[config.mk]
export PLATFORM = sky130hd
export DESIGN_NAME = btn_debounce_pulse
export DESIGN_NICKNAME = d
export VERILOG_FILES = /design/src/rtl/btn_debounce_pulse.sv
export SDC_FILE = /design/constraint.sdc
export NUM_CORES = 1
export LEC_CHECK = 0
export ABC_AREA = 0
export CORE_MARGIN = 5
export CORE_UTILIZATION = 60
export DETAILED_ROUTE_END_ITERATION = 10
export HOLD_SLACK_MARGIN = 0.15
export PLACE_DENSITY = 0.78
export SYNTH_ARGS = -nofsm -noshare
export SYNTH_HDL_FRONTEND = slang
export SYNTH_SLANG_ARGS = --single-unit
[constraint.sdc]
create_clock -name clk -period 4 [get_ports clk]
set_input_delay 0.8 -clock clk [delete_from_list [all_inputs] [get_ports clk]]
set_output_delay 0.8 -clock clk [all_outputs]
set_load 0.05 [all_outputs]
[src/rtl/btn_debounce_pulse.sv]
// Push-button conditioner: per channel a synchroniser, a debounce FSM, a clean level
// and single-cycle press/release pulses for the BRAM read/write control FSM.
module btn_debounce_pulse #(
    parameter int unsigned N_BTN       = 4,
    parameter int unsigned SYNC_STAGES = 2,
    parameter int unsigned DB_CYCLES   = 2_000_000
) (
    input  logic             clk,
    input  logic             reset,
    input  logic [N_BTN-1:0] btn,
    output logic [N_BTN-1:0] btn_level,
    output logic [N_BTN-1:0] btn_press,
    output logic [N_BTN-1:0] btn_rel,
    output logic             any_press
);

    localparam int unsigned CNT_W = $clog2(DB_CYCLES + 1);
    // The edge that leaves REL/PRESS already samples the new level, so it counts as the
    // first stable cycle; the wait state accepts once DB_CYCLES-1 further samples agree.
    localparam int unsigned ACCEPT_AT  = (DB_CYCLES > 1) ? DB_CYCLES - 2 : 0;
    localparam logic [CNT_W-1:0] ACCEPT_CNT = CNT_W'(ACCEPT_AT);
    localparam bit DB_ONE = (DB_CYCLES == 1);

    typedef enum logic [1:0] {
        REL,
        WAIT_P,
        PRESS,
        WAIT_R
    } state_e;

    logic [N_BTN-1:0] accept_press;
    logic             any_q;

    for (genvar i = 0; i < N_BTN; i++) begin : g_ch
        logic [SYNC_STAGES-1:0] sync_q;
        logic                   s;
        state_e                 state_q;
        logic [CNT_W-1:0]       cnt_q;
        logic                   level_q;
        logic                   press_q;
        logic                   rel_q;
        logic                   stable_p;
        logic                   stable_r;

        always_ff @(posedge clk or negedge reset) begin
            if (!reset) begin
                sync_q <= '0;
            end else begin
                sync_q <= {sync_q[SYNC_STAGES-2:0], btn[i]};
            end
        end

        assign s = sync_q[SYNC_STAGES-1];

        always_comb begin
            stable_p = 1'b0;
            stable_r = 1'b0;
            if (DB_ONE) begin
                stable_p = (state_q == REL)   && s;
                stable_r = (state_q == PRESS) && !s;
            end else begin
                stable_p = (state_q == WAIT_P) && s  && (cnt_q == ACCEPT_CNT);
                stable_r = (state_q == WAIT_R) && !s && (cnt_q == ACCEPT_CNT);
            end
        end

        assign accept_press[i] = stable_p;

        always_ff @(posedge clk or negedge reset) begin
            if (!reset) begin
                state_q <= REL;
                cnt_q   <= '0;
                level_q <= 1'b0;
                press_q <= 1'b0;
                rel_q   <= 1'b0;
            end else begin
                press_q <= 1'b0;
                rel_q   <= 1'b0;
                unique case (state_q)
                    REL: begin
                        if (stable_p) begin
                            state_q <= PRESS;
                            cnt_q   <= '0;
                            level_q <= 1'b1;
                            press_q <= 1'b1;
                        end else if (s) begin
                            state_q <= WAIT_P;
                            cnt_q   <= '0;
                        end
                    end
                    WAIT_P: begin
                        if (!s) begin
                            state_q <= REL;
                            cnt_q   <= '0;
                        end else if (stable_p) begin
                            state_q <= PRESS;
                            cnt_q   <= '0;
                            level_q <= 1'b1;
                            press_q <= 1'b1;
                        end else begin
                            cnt_q <= cnt_q + CNT_W'(1);
                        end
                    end
                    PRESS: begin
                        if (stable_r) begin
                            state_q <= REL;
                            cnt_q   <= '0;
                            level_q <= 1'b0;
                            rel_q   <= 1'b1;
                        end else if (!s) begin
                            state_q <= WAIT_R;
                            cnt_q   <= '0;
                        end
                    end
                    WAIT_R: begin
                        if (s) begin
                            state_q <= PRESS;
                            cnt_q   <= '0;
                        end else if (stable_r) begin
                            state_q <= REL;
                            cnt_q   <= '0;
                            level_q <= 1'b0;
                            rel_q   <= 1'b1;
                        end else begin
                            cnt_q <= cnt_q + CNT_W'(1);
                        end
                    end
                    default: begin
                        state_q <= REL;
                        cnt_q   <= '0;
                    end
                endcase
            end
        end

        assign btn_level[i] = level_q;
        assign btn_press[i] = press_q;
        assign btn_rel[i]   = rel_q;
    end

    always_ff @(posedge clk or negedge reset) begin
        if (!reset) begin
            any_q <= 1'b0;
        end else begin
            any_q <= |accept_press;
        end
    end

    assign any_press = any_q;

endmodule

==> qor.csv, run 1 <==
stage,metric,value,unit
outcome,status,"complete, no violations",
power_and_ir_drop,Power Density,546,mW/mm^2
clock_tree,setup bufs post-CTS,0,
route,post-DR vias/cell,6.24,
clock_tree,total CTS buffers,17,
layout,synthesis-to-finish area growth,11.8,%
timing,Final period util,0.631,
timing,Slew Limit Headroom,0.191,
global_route,largest net degree at the start of global routing,64,
clock_tree,CTS Hold Bufs,0,
floorplan,core area,0.00968,mm^2
floorplan,row cnt,36,
worst_setup_path,Crit path largest cell delay,830,ps
synthesis,ys async rst share,1.00,
worst_setup_path,reg-to-reg startpoint,g_ch[3].cnt_q[0]$_DFFE_PN0P_,
global_route,vias in the first global route,4601,
timing,Worst-Margin Slew,1210,ps
layout,fillers,716,
clock_tree,CTS Buffer Depth,2,
worst_setup_path,Worst setup EP type,output port,
power_and_ir_drop,VDD IR max,0.404,mV
min_path,Hold Path Class,register to register,
layout,share of post-route cells with drive strength above 1,0.0820,
synthesis,Syn Nets,649,
worst_setup_path,Startpoint Class,register,
synthesis,"Distinct cells, synth",57,
synthesis,Yosys warning count,0,
clock_tree,CTS resizes,0,
clock_tree,TritonCTS Sinks,113,
job,maxcap violations,0,
route,Initial DRC Count,351,
global_route,initial antenna violation count,0,
worst_setup_path,CP required,3200,ps
global_route,global-route wire length before repair,21500,um
place,IO Port Bufs,18,
route,DRT antenna net count,0,
timing,fin worst setup slack,1480,ps
synthesis,Synth Flop Type,dfrtp_1,
place,HPWL Detailed,8040,um
global_route,GRT overflow,0,
route,WL/cell,16.0,um
clock_tree,CTS tree,yes,
timing,highest clock rate,0.396,GHz
synthesis,number of flops mapped to enable cells by yosys,0,
worst_setup_path,source of the critical timing path,g_ch[3].press_q$_DFF_PN0_,
floorplan,die area,0.0119,mm^2
route,vias,4861,
synthesis,post-synthesis register bit count,113,
clock_tree,clk slew on worst S/H paths,60,ps
global_route,Global Route Usage Sum,0.227,
worst_setup_path,cell family with most CP delay,buffers and inverters,
clock_tree,Root Driver,clkbuf_8,
clock_tree,H-tree depth,4,
min_path,Hold Crit Start,g_ch[3].sync_q[0]$_DFF_PN0_,
clock_tree,clk_lat worst skew,520,ps
power_and_ir_drop,P_leak,2.70,nW
route,Pre-antenna DRT Iters,5,
place,GP Congestion,0.840,
timing,setup repair after global routing missed its margin,no,
worst_setup_path,slowest library cell on the worst path,clkdlybuf4s50_1,
worst_setup_path,"critical path, cell by cell",clkdlybuf4s50_1,
timing,setup tns final,0,ps
timing,clock skew,6.59,ps
floorplan,Initial Utilization,0.611,
place,pre-CTS setup slack,1570,ps
worst_setup_path,critical path arrival,1720,ps
floorplan,DIE HEIGHT,109,um
synthesis,Synth top area share,0.478,
timing,Final Max Tran Viols,0,
timing,final setup fails,0,
layout,layout net count,647,
route,Routed WL,12500,um
route,DRC,0,
synthesis,post-synthesis sequential area ratio,0.478,
synthesis,Post-Synthesis Cells,635,
synthesis,synth top area cells,"dfrtp_1, a31oi_1, nand2_1",
floorplan,die width,109,um
synthesis,Synth area leader,dfrtp_1,
worst_setup_path,kind of critical path,register to output port,
synthesis,Mapped Avg Cell Area,9.32,um^2
layout,Ant. Diodes,0,
floorplan,IO Count,19,
timing,crit path time final,2520,ps
worst_setup_path,CP max FO,1,
worst_setup_path,Crit path buffers/inverters,1,
timing,"Hold Vio Cnt, Final",0,
synthesis,Post-Syn Area,0.00592,mm^2
-- power breakdown --
part           internal (W)  switching [W]
Clock              0.000932       0.000519
Sequential          0.00123       0.000138
Combinational      0.000245       0.000545
Total               0.00241        0.00120
-- layout make-up --
cell class	count	area (um^2)	area share
well taps	133	166	0.0251
repair buffers	21	200	0.0302
clock inverters	9	106	0.0161
multi-input cells	460	2780	0.419
flip-flops and latches	113	2830	0.427
inverters	20	75.1	0.0113
clock buffers	23	467	0.0705
-- metal layers --
layer / GRT usage / part of all wire
met5: 0 / 0
met4: 0.0864 / 0.014
met3: 0.0581 / 0.044
met2: 0.362 / 0.48
met1: 0.301 / 0.46
-- cells by family (layout without fill, tap and decap cells) --
kind of cell | after synthesis | in the layout | synth area share
flip-flops | 113 | 113 | 0.478
adder cells (fa/ha/maj) | 8 | 8 | 0.0169
XOR/XNOR | 7 | 7 | 0.0104
multiplexers | 6 | 6 | 0.0114
buffers and inverters | 62 | 73 | 0.0537
AND/OR/NAND/NOR | 248 | 248 | 0.231
AO/OA/AOI/OAI | 191 | 191 | 0.199
-- synth_stat cells, types with 2 or more instances --
cell,number
o211ai_1,5
xor2_1,6
buf_1,2
or3_1,10
a22o_1,3
o21ai_0,42
a21oi_2,2
buf_2,11
and3_1,6
nor4_1,9
o2bb2ai_1,3
nand2b_1,14
nand2_1,67
dfrtp_1,113
nor2_1,25
a31oi_1,54
buf_4,13
a21o_1,11
a21oi_1,49
nand4_1,18
inv_1,20
nor3_1,11
a41oi_1,14
clkbuf_1,13
and4_1,8
nor3b_1,7
nor2b_1,3
buf_6,3
nor4_4,2
nand3_1,44
ha_1,8
nor4b_1,2
mux2i_1,3
mux2_2,2
or2_2,4
or4_1,7
-- registers in the layout (all words and copies together), names as in the netlist, named ones only --
| register | cells |
|---|---|
| any_press | 1 |
| g_ch.cnt_q | 84 |
| g_ch.level_q | 4 |
| g_ch.press_q | 4 |
| g_ch.rel_q | 4 |
| g_ch.state_q | 4 |
| g_ch.sync_q | 8 |
-- cells in the final DEF (no fill, tap or decap), types with 5 or more instances in the layout --
master,n
dfrtp_1,113
nor2_1,25
a21oi_1,48
a31oi_1,54
nor3b_1,7
clkdlybuf4s50_1,17
nand2b_1,14
and3_1,6
clkbuf_16,16
o21ai_0,42
ha_1,8
nor3_1,11
o211ai_1,5
nand3_1,44
or4_1,7
nand4_1,18
xor2_1,6
a21o_1,11
and4_1,8
a41oi_1,14
nor4_1,9
nand2_1,67
or3_1,10
inv_1,20
-- final timing paths --
path | depth (start not counted) | slack [ps] | endpoint
setup / recovery | 1 | 1480 | btn_press[3]
hold / removal | 0 | 350 | g_ch[3].sync_q[1]$_DFF_PN0_
setup reg to reg | 7 | 1510 | g_ch[3].cnt_q[11]$_DFFE_PN0P_
hold reg to reg | 0 | 350 | g_ch[3].sync_q[1]$_DFF_PN0_
max in group asynchronous | 2 | 2780 | g_ch[3].cnt_q[6]$_DFFE_PN0P_
min in group asynchronous | 1 | 360 | g_ch[0].cnt_q[8]$_DFFE_PN0P_
-- through the flow --
stage	cells	total power [W]	utilization	hold slack (ps)	instance area, um^2
final	779	0.00361	0.683	351	6620
after global routing	779	0.00381	0.683	369	6620
after CTS	779	0.00363	0.683	350	6620
after detailed placement	747	0.00217	0.624	338	6050
after global placement	747	0.00214	0.624	335	6050
after floorplan	635	0.00201	-	331	5920
Power figures use the tool's default switching activity.
==> run 2, diff against run 1 <==
- clock period: 4 -> 2.6 ns (I/O delays scaled with it)
==> run 2 against run 1 <==
Cell count grew 1.2%. Register-to-register slack got worse by 1300 ps. Hold slack worse by 3.9 ps. Final area up 2.5%. Setup slack worse by 1300 ps. Die area stayed put. Sequential share of layout area down 1.0 points. Critical endpoint is now g_ch[3].cnt_q[20]$_DFFE_PN0P_. Clock skew grew 0.55 ps. Global-route usage increased by 1.1 points. Critical path depth increased by 4. Sequential power increased by 54%.
==> qor.csv, run 2 (same netlist as run 1, synthesis figures left out) <==
stage,metric,value,unit,change
outcome,status,"complete, no violations",,
route,DRT antenna net count,0,,unchanged
floorplan,die width,109,um,unchanged
layout,synthesis-to-finish area growth,14.6,%,
floorplan,core area,0.00968,mm^2,unchanged
timing,Slew Limit Headroom,0.513,,+0.322
route,DRC,0,,unchanged
layout,"most common cell after layout, fill and taps aside",dfrtp_1,,
global_route,GRT overflow,0,,unchanged
clock_tree,TritonCTS Sinks,113,,unchanged
floorplan,DIE HEIGHT,109,um,unchanged
worst_setup_path,slowest library cell on the worst path,nor4_1,,
floorplan,Initial Utilization,0.611,,unchanged
timing,highest clock rate,0.419,GHz,
layout,most frequent cells in the layout,"dfrtp_1, nand2_1, a31oi_1",,
timing,crit path time final,2380,ps,
worst_setup_path,cell family with most CP delay,simple AND/OR/NAND/NOR gates,,
route,Routed WL,12800,um,+2.3%
global_route,initial antenna violation count,0,,unchanged
route,post-DR vias/cell,6.25,,+0.22%
timing,Final period util,0.917,,
clock_tree,total CTS buffers,17,,unchanged
place,HPWL Detailed,8100,um,+0.75%
worst_setup_path,Crit path largest cell delay,720,ps,-110 ps
clock_tree,CTS Buffer Depth,2,,unchanged
timing,Worst-Margin Slew,731,ps,-483 ps
clock_tree,H-tree depth,4,,unchanged
power_and_ir_drop,P_leak,2.80,nW,+3.5%
timing,"Hold Vio Cnt, Final",0,,unchanged
global_route,Global Route Usage Sum,0.238,,+0.0110
layout,final instance area,0.00678,mm^2,+2.5%
route,WL/cell,16.2,um,+1.2%
power_and_ir_drop,VDD IR max,0.587,mV,+45%
layout,max reg flops,84,,unchanged
timing,clock skew,7.14,ps,+0.547 ps
worst_setup_path,"most used cell, CP",nand3_1,,
layout,Util after Layout,0.700,,+0.0169
place,pre-CTS setup slack,218,ps,-1350 ps
place,IO Port Bufs,18,,unchanged
global_route,largest net degree at the start of global routing,114,,+78%
worst_setup_path,Worst setup EP type,register,,
clock_tree,CTS tree,yes,,
job,maxcap violations,0,,unchanged
layout,largest register by flop count,g_ch.cnt_q,,
worst_setup_path,Crit path buffers/inverters,0,,-1
route,Initial DRC Count,313,,-11%
floorplan,die area,0.0119,mm^2,unchanged
clock_tree,clk slew on worst S/H paths,60,ps,about the same
worst_setup_path,CP max FO,8,,+7
worst_setup_path,critical path arrival,2850,ps,+1130 ps
timing,Final Max Tran Viols,0,,unchanged
global_route,vias in the first global route,4680,,+1.7%
clock_tree,clk_lat worst skew,530,ps,about the same
worst_setup_path,"critical path, cell by cell",nand4_1 -> nor4_1 -> nand3_1 -> or4_1 -> nand3_1,,
worst_setup_path,kind of critical path,register to register,,
floorplan,row cnt,36,,unchanged
global_route,global-route wire length before repair,22100,um,+3.0%
worst_setup_path,CP required,3060,ps,-140 ps
timing,setup tns final,0,ps,unchanged
power_and_ir_drop,Power Density,869,mW/mm^2,+59%
layout,share of post-route cells with drive strength above 1,0.0977,,+0.0157
timing,setup repair after global routing missed its margin,no,,
min_path,Hold Path Class,register to register,,
clock_tree,setup bufs post-CTS,0,,unchanged
floorplan,IO Count,19,,unchanged
timing,final setup fails,0,,unchanged
route,vias,4928,,+1.4%
clock_tree,Root Driver,clkbuf_8,,
timing,fin worst setup slack,216,ps,-1260 ps
layout,Ant. Diodes,0,,unchanged
layout,Top Registers,"g_ch.cnt_q: 84 flops, g_ch.sync_q: 8 flops",,
place,GP Congestion,0.826,,-1.7%
worst_setup_path,Startpoint Class,register,,
layout,layout net count,656,,+1.4%
route,Pre-antenna DRT Iters,4,,-1
place,"Cell Area, Placed",0.00612,mm^2,+1.2%
-- run 2: cell count changes in the layout (fill, tap and decap cells not counted), sizes merged --
cell         previous run  this run
buf                     4        12
clkinvlp                3         2
dlygate4sd3             0         1
bufinv                  2         4
clkinv                  4         3
-- run 2: cell type report --
type / count / area (um^2)
Sequential cell: 113 / 2830
Inverter: 20 / 75.1
Clock buffer: 23 / 497
Multi-Input combinational cell: 460 / 2780
Tap cell: 133 / 166
Fill cell: 703 / 2900
Timing Repair Buffer: 30 / 283
Clock inverter: 9 / 150
-- run 2: final timing paths --
| kind | startpoint | end | slack, ps | depth (start not counted) |
|---|---|---|---|---|
| worst max-delay path | g_ch[3].cnt_q[3]$_DFFE_PN0P_ | g_ch[3].cnt_q[20]$_DFFE_PN0P_ | 220 | 5 |
| worst min-delay path | g_ch[2].sync_q[0]$_DFF_PN0_ | g_ch[2].sync_q[1]$_DFF_PN0_ | 350 | 0 |
| worst max register to register | g_ch[3].cnt_q[3]$_DFFE_PN0P_ | g_ch[3].cnt_q[20]$_DFFE_PN0P_ | 220 | 5 |
| worst min register to register | g_ch[2].sync_q[0]$_DFF_PN0_ | g_ch[2].sync_q[1]$_DFF_PN0_ | 350 | 0 |
| max in group asynchronous | reset | g_ch[2].cnt_q[14]$_DFFE_PN0P_ | 1540 | 3 |
| min in group asynchronous | reset | g_ch[0].cnt_q[6]$_DFFE_PN0P_ | 620 | 3 |
-- run 2: report_power, final --
| part | internal, W | switching [W] |
|---|---|---|
| combinational | 0.000408 | 0.000860 |
| clock | 0.00170 | 0.000807 |
| sequential | 0.00190 | 0.000215 |
| total | 0.00401 | 0.00188 |
-- run 2: routing by layer --
| metal | wire, um | track usage |
|---|---|---|
| met3 | 606 | 0.0575 |
| met1 | 5930 | 0.319 |
| met4 | 207 | 0.0980 |
| met2 | 6020 | 0.374 |
| met5 | 0 | 0 |
-- run 2: repair_timing --
action | CTS | global route
hold buffers | 1 | 0
endpoints found under the setup margin | 0 | 3
endpoints found under the hold margin | 113 | 0
resized for setup | 0 | 1
-- run 2: metrics by stage --
| stage | std cells | hold WS [ps] | power (W) |
|---|---|---|---|
| floorplan | 635 | 224 | 0.00310 |
| global placement | 755 | 334 | 0.00332 |
| detailed placement | 755 | 337 | 0.00338 |
| CTS | 788 | 350 | 0.00591 |
| global route | 788 | 359 | 0.00621 |
| finish | 788 | 347 | 0.00589 |
==> run 3, diff against run 2 <==
- clock period: 2.6 -> 2.9 ns (I/O delays scaled with it)
==> run 3 against run 2 <==
Global-route usage decreased by 1.0 points. Sequential power down 10%. Final area decreased by 2.4%. Utilization decreased by 1.7 points. Combinational power down 12%. Highest routed layer unchanged.
==> qor.csv, run 3 (same netlist as run 1, synthesis figures left out) <==
stage,metric,value,unit,change
route,vias,4922,,-0.12%
clock_tree,clk slew on worst S/H paths,50,ps,about the same
worst_setup_path,CP max FO,30,,+22
layout,Sequential cell area,0.00283,mm^2,unchanged
clock_tree,TritonCTS Sinks,113,,unchanged
global_route,Global Route Usage Sum,0.228,,-0.0104
route,post-DR vias/cell,6.31,,+0.90%
layout,Ant. Diodes,0,,unchanged
worst_setup_path,kind of critical path,register to register,,
worst_setup_path,Startpoint Class,register,,
timing,"Hold Vio Cnt, Final",0,,unchanged
route,Initial DRC Count,289,,-7.7%
floorplan,Initial Utilization,0.611,,unchanged
global_route,GRT overflow,0,,unchanged
timing,Slew Limit Headroom,0.183,,-0.330
place,GP Congestion,0.804,,-2.6%
layout,fillers,736,,+4.7%
job,maxcap violations,0,,unchanged
route,met3 WL,679,um,+12%
floorplan,die width,109,um,unchanged
layout,Util after Layout,0.683,,-0.0171
clock_tree,Root Driver,clkbuf_8,,
timing,setup repair after global routing missed its margin,no,,
worst_setup_path,CP required,3330,ps,+270 ps
place,IO Port Bufs,18,,unchanged
global_route,global-route wire length before repair,21600,um,-2.4%
floorplan,DIE HEIGHT,109,um,unchanged
route,Routed WL,12500,um,-2.1%
min_path,Hold Crit Start,g_ch[3].sync_q[0]$_DFF_PN0_,,
floorplan,die area,0.0119,mm^2,unchanged
power_and_ir_drop,Power Density,743,mW/mm^2,-14%
worst_setup_path,r2r setup slk,430,ps,+210 ps
route,WL/cell,16.0,um,-1.1%
clock_tree,CTS Buffer Depth,2,,unchanged
outcome,status,"complete, no violations",,
timing,Final period util,0.851,,-0.0655
clock_tree,CTS tree,yes,,
layout,share of post-route cells with drive strength above 1,0.0819,,-0.0158
power_and_ir_drop,Pwr Total,0.00492,W,-17%
global_route,largest net degree at the start of global routing,43,,-62%
worst_setup_path,source of the critical timing path,g_ch[3].cnt_q[3]$_DFFE_PN0P_,,
timing,Worst-Margin Slew,1230,ps,+495 ps
layout,multi-input logic area,0.00278,mm^2,-0.27%
timing,final setup fails,0,,unchanged
clock_tree,H-tree depth,4,,unchanged
place,HPWL Detailed,8050,um,-0.60%
clock_tree,setup bufs post-CTS,0,,unchanged
power_and_ir_drop,VDD IR max,0.482,mV,-18%
layout,post-route insts no fill,780,,-1.0%
layout,synthesis-to-finish area growth,11.8,%,
layout,Top Registers,"g_ch.cnt_q: 84 flops, g_ch.sync_q: 8 flops",,
timing,crit path time final,2470,ps,+85.1 ps
route,DR top layer,met4,,
layout,most frequent cells in the layout,"dfrtp_1, nand2_1, a31oi_1",,
power_and_ir_drop,P_leak,2.71,nW,-3.0%
place,placed cells,749,,-0.79%
floorplan,IO Count,19,,unchanged
layout,largest register by flop count,g_ch.cnt_q,,
floorplan,core area,0.00968,mm^2,unchanged
route,Post-Route M1 WL,5800,um,-2.2%
layout,max reg flops,84,,unchanged
worst_setup_path,critical path arrival,2900,ps,+50 ps
global_route,initial antenna violation count,0,,unchanged
route,DR WL met2,5800,um,-3.7%
route,Pre-antenna DRT Iters,6,,+2
layout,layout net count,650,,-0.91%
timing,Final Max Tran Viols,0,,unchanged
timing,highest clock rate,0.405,GHz,-3.4%
worst_setup_path,Worst setup EP type,register,,
timing,setup tns final,0,ps,unchanged
clock_tree,total CTS buffers,17,,unchanged
floorplan,row cnt,36,,unchanged
global_route,vias in the first global route,4641,,-0.83%
route,DRC,0,,unchanged
route,DRT antenna net count,0,,unchanged
clock_tree,clk_lat worst skew,520,ps,about the same
min_path,Hold Path Class,register to register,,
timing,clock skew,7.48,ps,+0.343 ps
worst_setup_path,reg-to-reg startpoint,g_ch[3].cnt_q[3]$_DFFE_PN0P_,,
layout,"most common cell after layout, fill and taps aside",dfrtp_1,,
==> run 3: cell types whose count changed in the layout (fill, tap and decap cells not counted) <==
| cell | change |
|---|---|
| clkinvlp_4 | -1 |
| buf_12 | -1 |
| a21oi_4 | -1 |
| buf_4 | -5 |
| bufinv_16 | -3 |
| a21oi_2 | +1 |
| clkbuf_1 | +3 |
| clkbuf_8 | -1 |
==> run 3: cell type report <==
| type | count | area share |
|---|---|---|
| Multi-Input combinational cell | 460 | 0.420 |
| Tap cell | 133 | 0.0251 |
| Timing Repair Buffer | 24 | 0.0340 |
| Clock inverter | 5 | 0.00794 |
| Inverter | 20 | 0.0113 |
| Clock buffer | 25 | 0.0747 |
| Sequential cell | 113 | 0.427 |
==> run 3: metal layers <==
| layer | global-route usage | up-vias |
|---|---|---|
| met2 | 0.353 | 140 |
| met4 | 0.0971 | 0 |
| met3 | 0.0470 | 24 |
| met5 | 0 | - |
| met1 | 0.313 | 2382 |
| li1 | - | 2376 |
==> run 3: worst paths after layout <==
| kind | to | cells past startpoint |
|---|---|---|
| max | g_ch[3].cnt_q[6]$_DFFE_PN0P_ | 5 |
| min | g_ch[3].sync_q[1]$_DFF_PN0_ | 0 |
| max reg2reg | g_ch[3].cnt_q[6]$_DFFE_PN0P_ | 5 |
| min reg2reg | g_ch[3].sync_q[1]$_DFF_PN0_ | 0 |
| max in group asynchronous | g_ch[1].cnt_q[7]$_DFFE_PN0P_ | 3 |
| min in group asynchronous | g_ch[0].cnt_q[8]$_DFFE_PN0P_ | 2 |
==> run 3: timing repair <==
action | CTS | global route
hold endpoints to repair | 38 | 0
hold buffers | 1 | 0
resized for setup | 0 | 0
==> run 3: metrics by stage <==
step | cell area [um^2] | hold slack [ps] | setup WS (ps)
after global routing | 6620 | 365 | 127
after CTS | 6620 | 347 | 468
after detailed placement | 6060 | 335 | 489
final | 6620 | 345 | 431
after floorplan | 5920 | 284 | 784
after global placement | 6060 | 335 | 562
==> run 3: power breakdown <==
group          total [W]  leakage (nW)  switching [W]  internal [W]
Combinational    0.00112         0.904       0.000776      0.000343
Clock            0.00191         0.270       0.000676       0.00123
Sequential       0.00189          1.54       0.000188       0.00170
==> run 3: critical path, stage by stage (launching register included) <==
cell and delay [ps]:
dfrtp_1 450, nand4_1 370, nor4_4 100, a21oi_2 940, o21ai_0 260, a31oi_1 260
